### config.mk
export PLATFORM = sky130hd
export DESIGN_NAME = sar_search
export DESIGN_NICKNAME = d
export VERILOG_FILES = /design/src/rtl/sar_pkg.sv /design/src/rtl/sar_search_cmp.sv /design/src/rtl/sar_search.sv
export SDC_FILE = /design/constraint.sdc
export NUM_CORES = 1
export LEC_CHECK = 0
export ABC_AREA = 1
export CAP_MARGIN = 20
export CORE_ASPECT_RATIO = 1.25
export CORE_MARGIN = 10
export CORE_UTILIZATION = 40
export CTS_CLUSTER_DIAMETER = 40
export DETAILED_ROUTE_END_ITERATION = 6
export DONT_BUFFER_PORTS = 1
export GPL_ROUTABILITY_DRIVEN = 0
export SLEW_MARGIN = 20
export SYNTH_ARGS = -nofsm -noshare
export SYNTH_HDL_FRONTEND = slang
export SYNTH_SLANG_ARGS = --single-unit
### constraint.sdc
create_clock -name clk -period 2.65 [get_ports clk]
set_input_delay 0.53 -clock clk [delete_from_list [all_inputs] [get_ports clk]]
set_output_delay 0.53 -clock clk [all_outputs]
set_load 0.01 [all_outputs]
### src/rtl/sar_pkg.sv
// Shared constants for the successive-approximation search engine:
// FSM state encodings and the step-counter width helper.
package sar_pkg;

    localparam logic [1:0] IDLE   = 2'd0;
    localparam logic [1:0] SEARCH = 2'd1;
    localparam logic [1:0] DONE   = 2'd2;

    // A search takes at most n compares, so the counter must hold 0..n.
    function automatic int steps_width(input int n);
        return $clog2(n + 1);
    endfunction

endpackage

### src/rtl/sar_search_cmp.sv
// Parameterised unsigned magnitude comparator, purely combinational.
module sar_search_cmp #(
    parameter int N = 4
) (
    input  logic [N-1:0] A,
    input  logic [N-1:0] B,
    output logic         A_gt_B,
    output logic         A_eq_B,
    output logic         A_lt_B
);

    assign A_gt_B = (A > B);
    assign A_eq_B = (A == B);
    assign A_lt_B = (A < B);

endmodule

### src/rtl/sar_search.sv
// Binary search for a latched target, one magnitude compare per cycle.
// The comparator's gt/eq flags decide each trial bit, MSB first.
module sar_search
    import sar_pkg::*;
#(
    parameter  int N  = 4,
    localparam int SW = steps_width(N)
) (
    input  logic          clk,
    input  logic          rst,
    input  logic          start,
    input  logic [N-1:0]  target,
    output logic [N-1:0]  trial,
    output logic [N-1:0]  result,
    output logic          busy,
    output logic          done,
    output logic [SW-1:0] steps
);

    localparam int IW = (N > 1) ? $clog2(N) : 1;
    localparam logic [N-1:0] FIRST_TRIAL = N'(1) << (N - 1);
    localparam logic [IW-1:0] TOP_IDX = IW'(N - 1);

    logic [1:0]    state;
    logic [N-1:0]  tgt_q;
    logic [IW-1:0] idx;
    logic          cmp_gt;
    logic          cmp_eq;
    logic          cmp_lt_unused;
    logic [N-1:0]  cleared;
    logic [N-1:0]  advanced;

    sar_search_cmp #(.N(N)) u_cmp (
        .A      (trial),
        .B      (tgt_q),
        .A_gt_B (cmp_gt),
        .A_eq_B (cmp_eq),
        .A_lt_B (cmp_lt_unused)
    );

    // Resolve the bit under test, then tentatively set the next lower bit.
    always_comb begin
        cleared = trial;
        if (cmp_gt) begin
            cleared[idx] = 1'b0;
        end
        advanced = cleared;
        if (idx != '0) begin
            advanced[idx - 1'b1] = 1'b1;
        end
    end

    always_ff @(posedge clk or posedge rst) begin
        if (rst) begin
            state  <= IDLE;
            tgt_q  <= '0;
            trial  <= '0;
            result <= '0;
            steps  <= '0;
            idx    <= TOP_IDX;
        end else begin
            case (state)
                IDLE: begin
                    if (start) begin
                        tgt_q <= target;
                        trial <= FIRST_TRIAL;
                        idx   <= TOP_IDX;
                        steps <= '0;
                        state <= SEARCH;
                    end
                end
                SEARCH: begin
                    steps <= steps + SW'(1);
                    if (cmp_eq) begin
                        result <= trial;
                        state  <= DONE;
                    end else if (idx == '0) begin
                        trial  <= cleared;
                        result <= cleared;
                        state  <= DONE;
                    end else begin
                        trial <= advanced;
                        idx   <= idx - 1'b1;
                    end
                end
                DONE: begin
                    state <= IDLE;
                end
                default: begin
                    state <= IDLE;
                end
            endcase
        end
    end

    assign busy = (state == SEARCH);
    assign done = (state == DONE);

endmodule

==> metrics.log <==
INFO  metric num-nets-final = 141
INFO  metric hp-class = input port to async pin
INFO  metric yosysSeqAreaShare = 46.0%
INFO  metric drt_first_pass_iters = 4
INFO  metric via_per_inst = 4.96
INFO  metric fin_crit_sh = 66.5%
INFO  metric num_vias = 778
INFO  metric final_instance_count_excl_fillers = 157
INFO  metric pwr-share-clk = 9.3%
INFO  metric cellInternalPower = 0.000787 W
INFO  metric crit_path_cell_trace = inv_1, ha_1, nand2_1, nor2_4, o21ai_1, inv_1, nand3_1, nand2_1
INFO  metric io_buffers = 0
INFO  metric area_growth = 6.51%
INFO  metric slew-limit-headroom = 52.9%
INFO  metric buffer_depth_of_the_longest_clock_path = 2
INFO  metric result_of_the_run = finished clean
INFO  metric die-width = 65.6 um
INFO  metric worstPathMaxFanout = 8
INFO  metric leakagePower = 0.582 nW
INFO  metric number_of_cell_rows = 20
INFO  metric clock_tree.htree_level_count = 1
INFO  metric ys.warnings.count = 0
INFO  metric timing.critical_path.max_delay_family = flip-flops
INFO  metric setup_violations = 0
INFO  metric cts-hold-fix-buffers = 0
INFO  metric first_pass_grt_wire_length = 3530 um
INFO  metric post_synth_fa_ha_maj_area_fraction = 10.8%
INFO  metric critPathSlowestCell = sky130_fd_sc_hd__dfrtp_1
INFO  metric finalWorstPathRequiredPeriod = 1.76 ns
INFO  metric sw_frac_of_total = 49.4%
INFO  metric final_hold_viol_count = 0
INFO  metric synth_top_family_by_area = simple AND/OR/NAND/NOR gates
INFO  metric diodes = 0
INFO  metric grt_pass1_vias = 795
INFO  metric total_negative_slack_for_setup_checks = 0 ns
INFO  metric postSynthAreaPerCell = 8.65 um^2
INFO  metric synth.distinct_cells = 19
INFO  metric synth_xor_xnor_area_share = 0%
INFO  metric critPathLaunchType = flop
INFO  metric io_pins = 20
INFO  metric synthesis.area = 1040 um^2
INFO  metric chipHeight = 77.0 um
INFO  metric cts.reportedPaths.clkPinSlew = 0.10 ns
INFO  metric mostFrequentLayoutCell = sky130_fd_sc_hd__nand2_1
INFO  metric layout_common_cells = 30 x sky130_fd_sc_hd__nand2_1, 17 x sky130_fd_sc_hd__inv_1, 17 x sky130_fd_sc_hd__dfrtp_1
INFO  metric clock-sinks = 19
INFO  metric clock-root-buffer = sky130_fd_sc_hd__clkbuf_4
INFO  metric critical_path_rt = 2.84 ns
INFO  metric slew_viol_final = 0
INFO  metric worst_ep_arrival_time = 1.95 ns
INFO  metric combPwrFrac = 52.0%
INFO  metric synthCells = 120
INFO  metric synth.area.mux_share = 0%
INFO  metric grt_setup_unrepaired = no
INFO  metric drc = 0
INFO  metric core-area = 2450 um^2
INFO  metric num-fill-cells = 271
INFO  metric dr.first_iter.drc_count = 29
INFO  metric basic_gate_share_of_the_synthesized_area_counting_and_or_nand_and_nor_cells = 26.3%
INFO  metric power_frac_seq = 38.7%
INFO  metric post-place-cells = 153
INFO  metric detailed_place_hpwl = 1700 um
INFO  metric worstSkewPairLatency = 0.29 ns
INFO  metric cap_violations = 0
INFO  metric finClkSkew = 0.00324 ns
INFO  metric synth_compound_gate_area_share = 9.28%
INFO  metric synth_seq_cells = 19
INFO  metric globalRouteTotalUtil = 9.08%
INFO  metric post_drt_wl_per_cell = 13.3 um
INFO  metric power_density = 1410 nW/um^2
INFO  metric endpoint_class_of_the_critical_path = flop
INFO  metric critical-path-max-stage-delay = 0.47 ns
INFO  metric worstPathBufferInverterCount = 2
INFO  metric tightestPinTransition = 0.706 ns
INFO  metric post_cts_resize_count = 0
INFO  metric cts_tree = done
INFO  metric drt.antenna.violating_nets = 0
INFO  metric cts-buffers-inserted = 3
INFO  metric postSynthNetCount = 136
INFO  metric irDropWorstVdd = 714 uV
INFO  metric grt_remaining_overflow = 0
INFO  metric floorplan.die_area = 5050 um^2
INFO  metric drive_gt1_share = 13.7%
INFO  metric total_routed_wirelength = 2080 um
INFO  metric initial_antenna_violation_count = 0
INFO  metric total_switching_power = 0.000768 W
INFO  metric grt_max_degree = 20
INFO  metric setup.worst_path.class = flop to flop
INFO  metric fmaxAchievable = 567 MHz
INFO  metric cts_setup_buffers = 0
INFO  metric start_util = 42.3%
==> sequential cells by signal, summed over array words and instances (netlist names) <==
register,cells
trial,4
idx,2
tgt_q,4
steps,3
state,2
result,4
==> cells in the mapped netlist <==
cell type                 count  area share (%)
sky130_fd_sc_hd__inv_1       17             6.1
sky130_fd_sc_hd__nor2_1       6             2.2
sky130_fd_sc_hd__nand3_1      9             4.3
sky130_fd_sc_hd__nor2_2       1            0.60
sky130_fd_sc_hd__a31oi_1      1            0.60
sky130_fd_sc_hd__o21ai_1      3             1.4
sky130_fd_sc_hd__inv_2        4             1.4
sky130_fd_sc_hd__nor2_4       1             1.1
sky130_fd_sc_hd__dfstp_2      2             5.1
sky130_fd_sc_hd__nand4_1      1            0.60
sky130_fd_sc_hd__ha_1         9              11
sky130_fd_sc_hd__a21oi_1      5             2.4
sky130_fd_sc_hd__nand2_4      2             2.2
sky130_fd_sc_hd__a22o_2       1            0.96
sky130_fd_sc_hd__o21ai_0      8             3.9
sky130_fd_sc_hd__nor2_8       2             3.9
sky130_fd_sc_hd__nand2_1     30              11
sky130_fd_sc_hd__dfrtp_1     17              41
sky130_fd_sc_hd__nand2_2      1            0.60
==> worst register-to-register path, cell delays in order (launching register included) <==
cell and delay [ns]:
sky130_fd_sc_hd__dfrtp_1 0.47, sky130_fd_sc_hd__inv_1 0.07, sky130_fd_sc_hd__ha_1 0.31, sky130_fd_sc_hd__nand2_1 0.11, sky130_fd_sc_hd__nor2_4 0.06, sky130_fd_sc_hd__o21ai_1 0.36
sky130_fd_sc_hd__inv_1 0.11, sky130_fd_sc_hd__nand3_1 0.10, sky130_fd_sc_hd__nand2_1 0.06
==> metrics by stage <==
step	instance area, um^2	hold slack, ns	setup WS [ns]	util (%)	power, W
after detailed placement	1080	0.466	0.894	44.0	0.00143
final	1110	0.224	0.887	45.1	0.00156
after global routing	1110	0.273	0.694	45.1	0.00174
after floorplan	1040	0.446	1.08	-	0.00125
after global placement	1080	0.461	0.940	44.0	0.00141
after CTS	1110	0.246	0.862	45.1	0.00158
==> area by class of cell <==
cell class                      count  area, um^2  share of cell area [%]
Clock buffer                        4        26.3                    2.38
Inverter                           21        78.8                    7.13
Sequential cell                    19         478                    43.2
Tap cell                           33        41.3                    3.73
Multi-Input combinational cell     80         482                    43.6
==> power groups by stage <==
stage	Combinational, W	Clock (W)	Sequential, W
2_1_floorplan	0.000675	0	0.000573
3_3_place_gp	0.000801	0	0.000612
3_5_place_dp	0.000819	0	0.000613
4_1_cts	0.000821	0.000150	0.000607
5_1_grt	0.000946	0.000166	0.000624
6_report	0.000808	0.000145	0.000602
==> worst paths after layout <==
check	depth (start not counted)	slack, ns	end	start
setup reg to reg	8	0.89	result[1]	trial[0]
hold / removal	1	0.22	steps[2]	rst
min in group clk	2	0.34	tgt_q[0]	target[0]
setup / recovery	8	0.89	result[1]	trial[0]
max in group asynchronous	1	1.98	trial[1]	rst
hold reg to reg	2	0.49	tgt_q[0]	tgt_q[0]
==> routing by layer <==
layer / wire length (um) / vias up / part of all wire [%] / global-route usage (%)
li1: - / 389 / - / -
met1: 862 / 352 / 41 / 10.3
met2: 961 / 25 / 46 / 13.0
met3: 137 / 12 / 6.6 / 2.62
met4: 122 / 0 / 5.9 / 8.58
met5: 0 / - / 0 / 0
==> logic make-up after synthesis <==
group,count (synthesis)
AND/OR/NAND/NOR,53
buffers and inverters,21
flip-flops,19
AO/OA/AOI/OAI,18
adder cells (fa/ha/maj),9
Note: power is estimated with default switching activity, not from simulation.
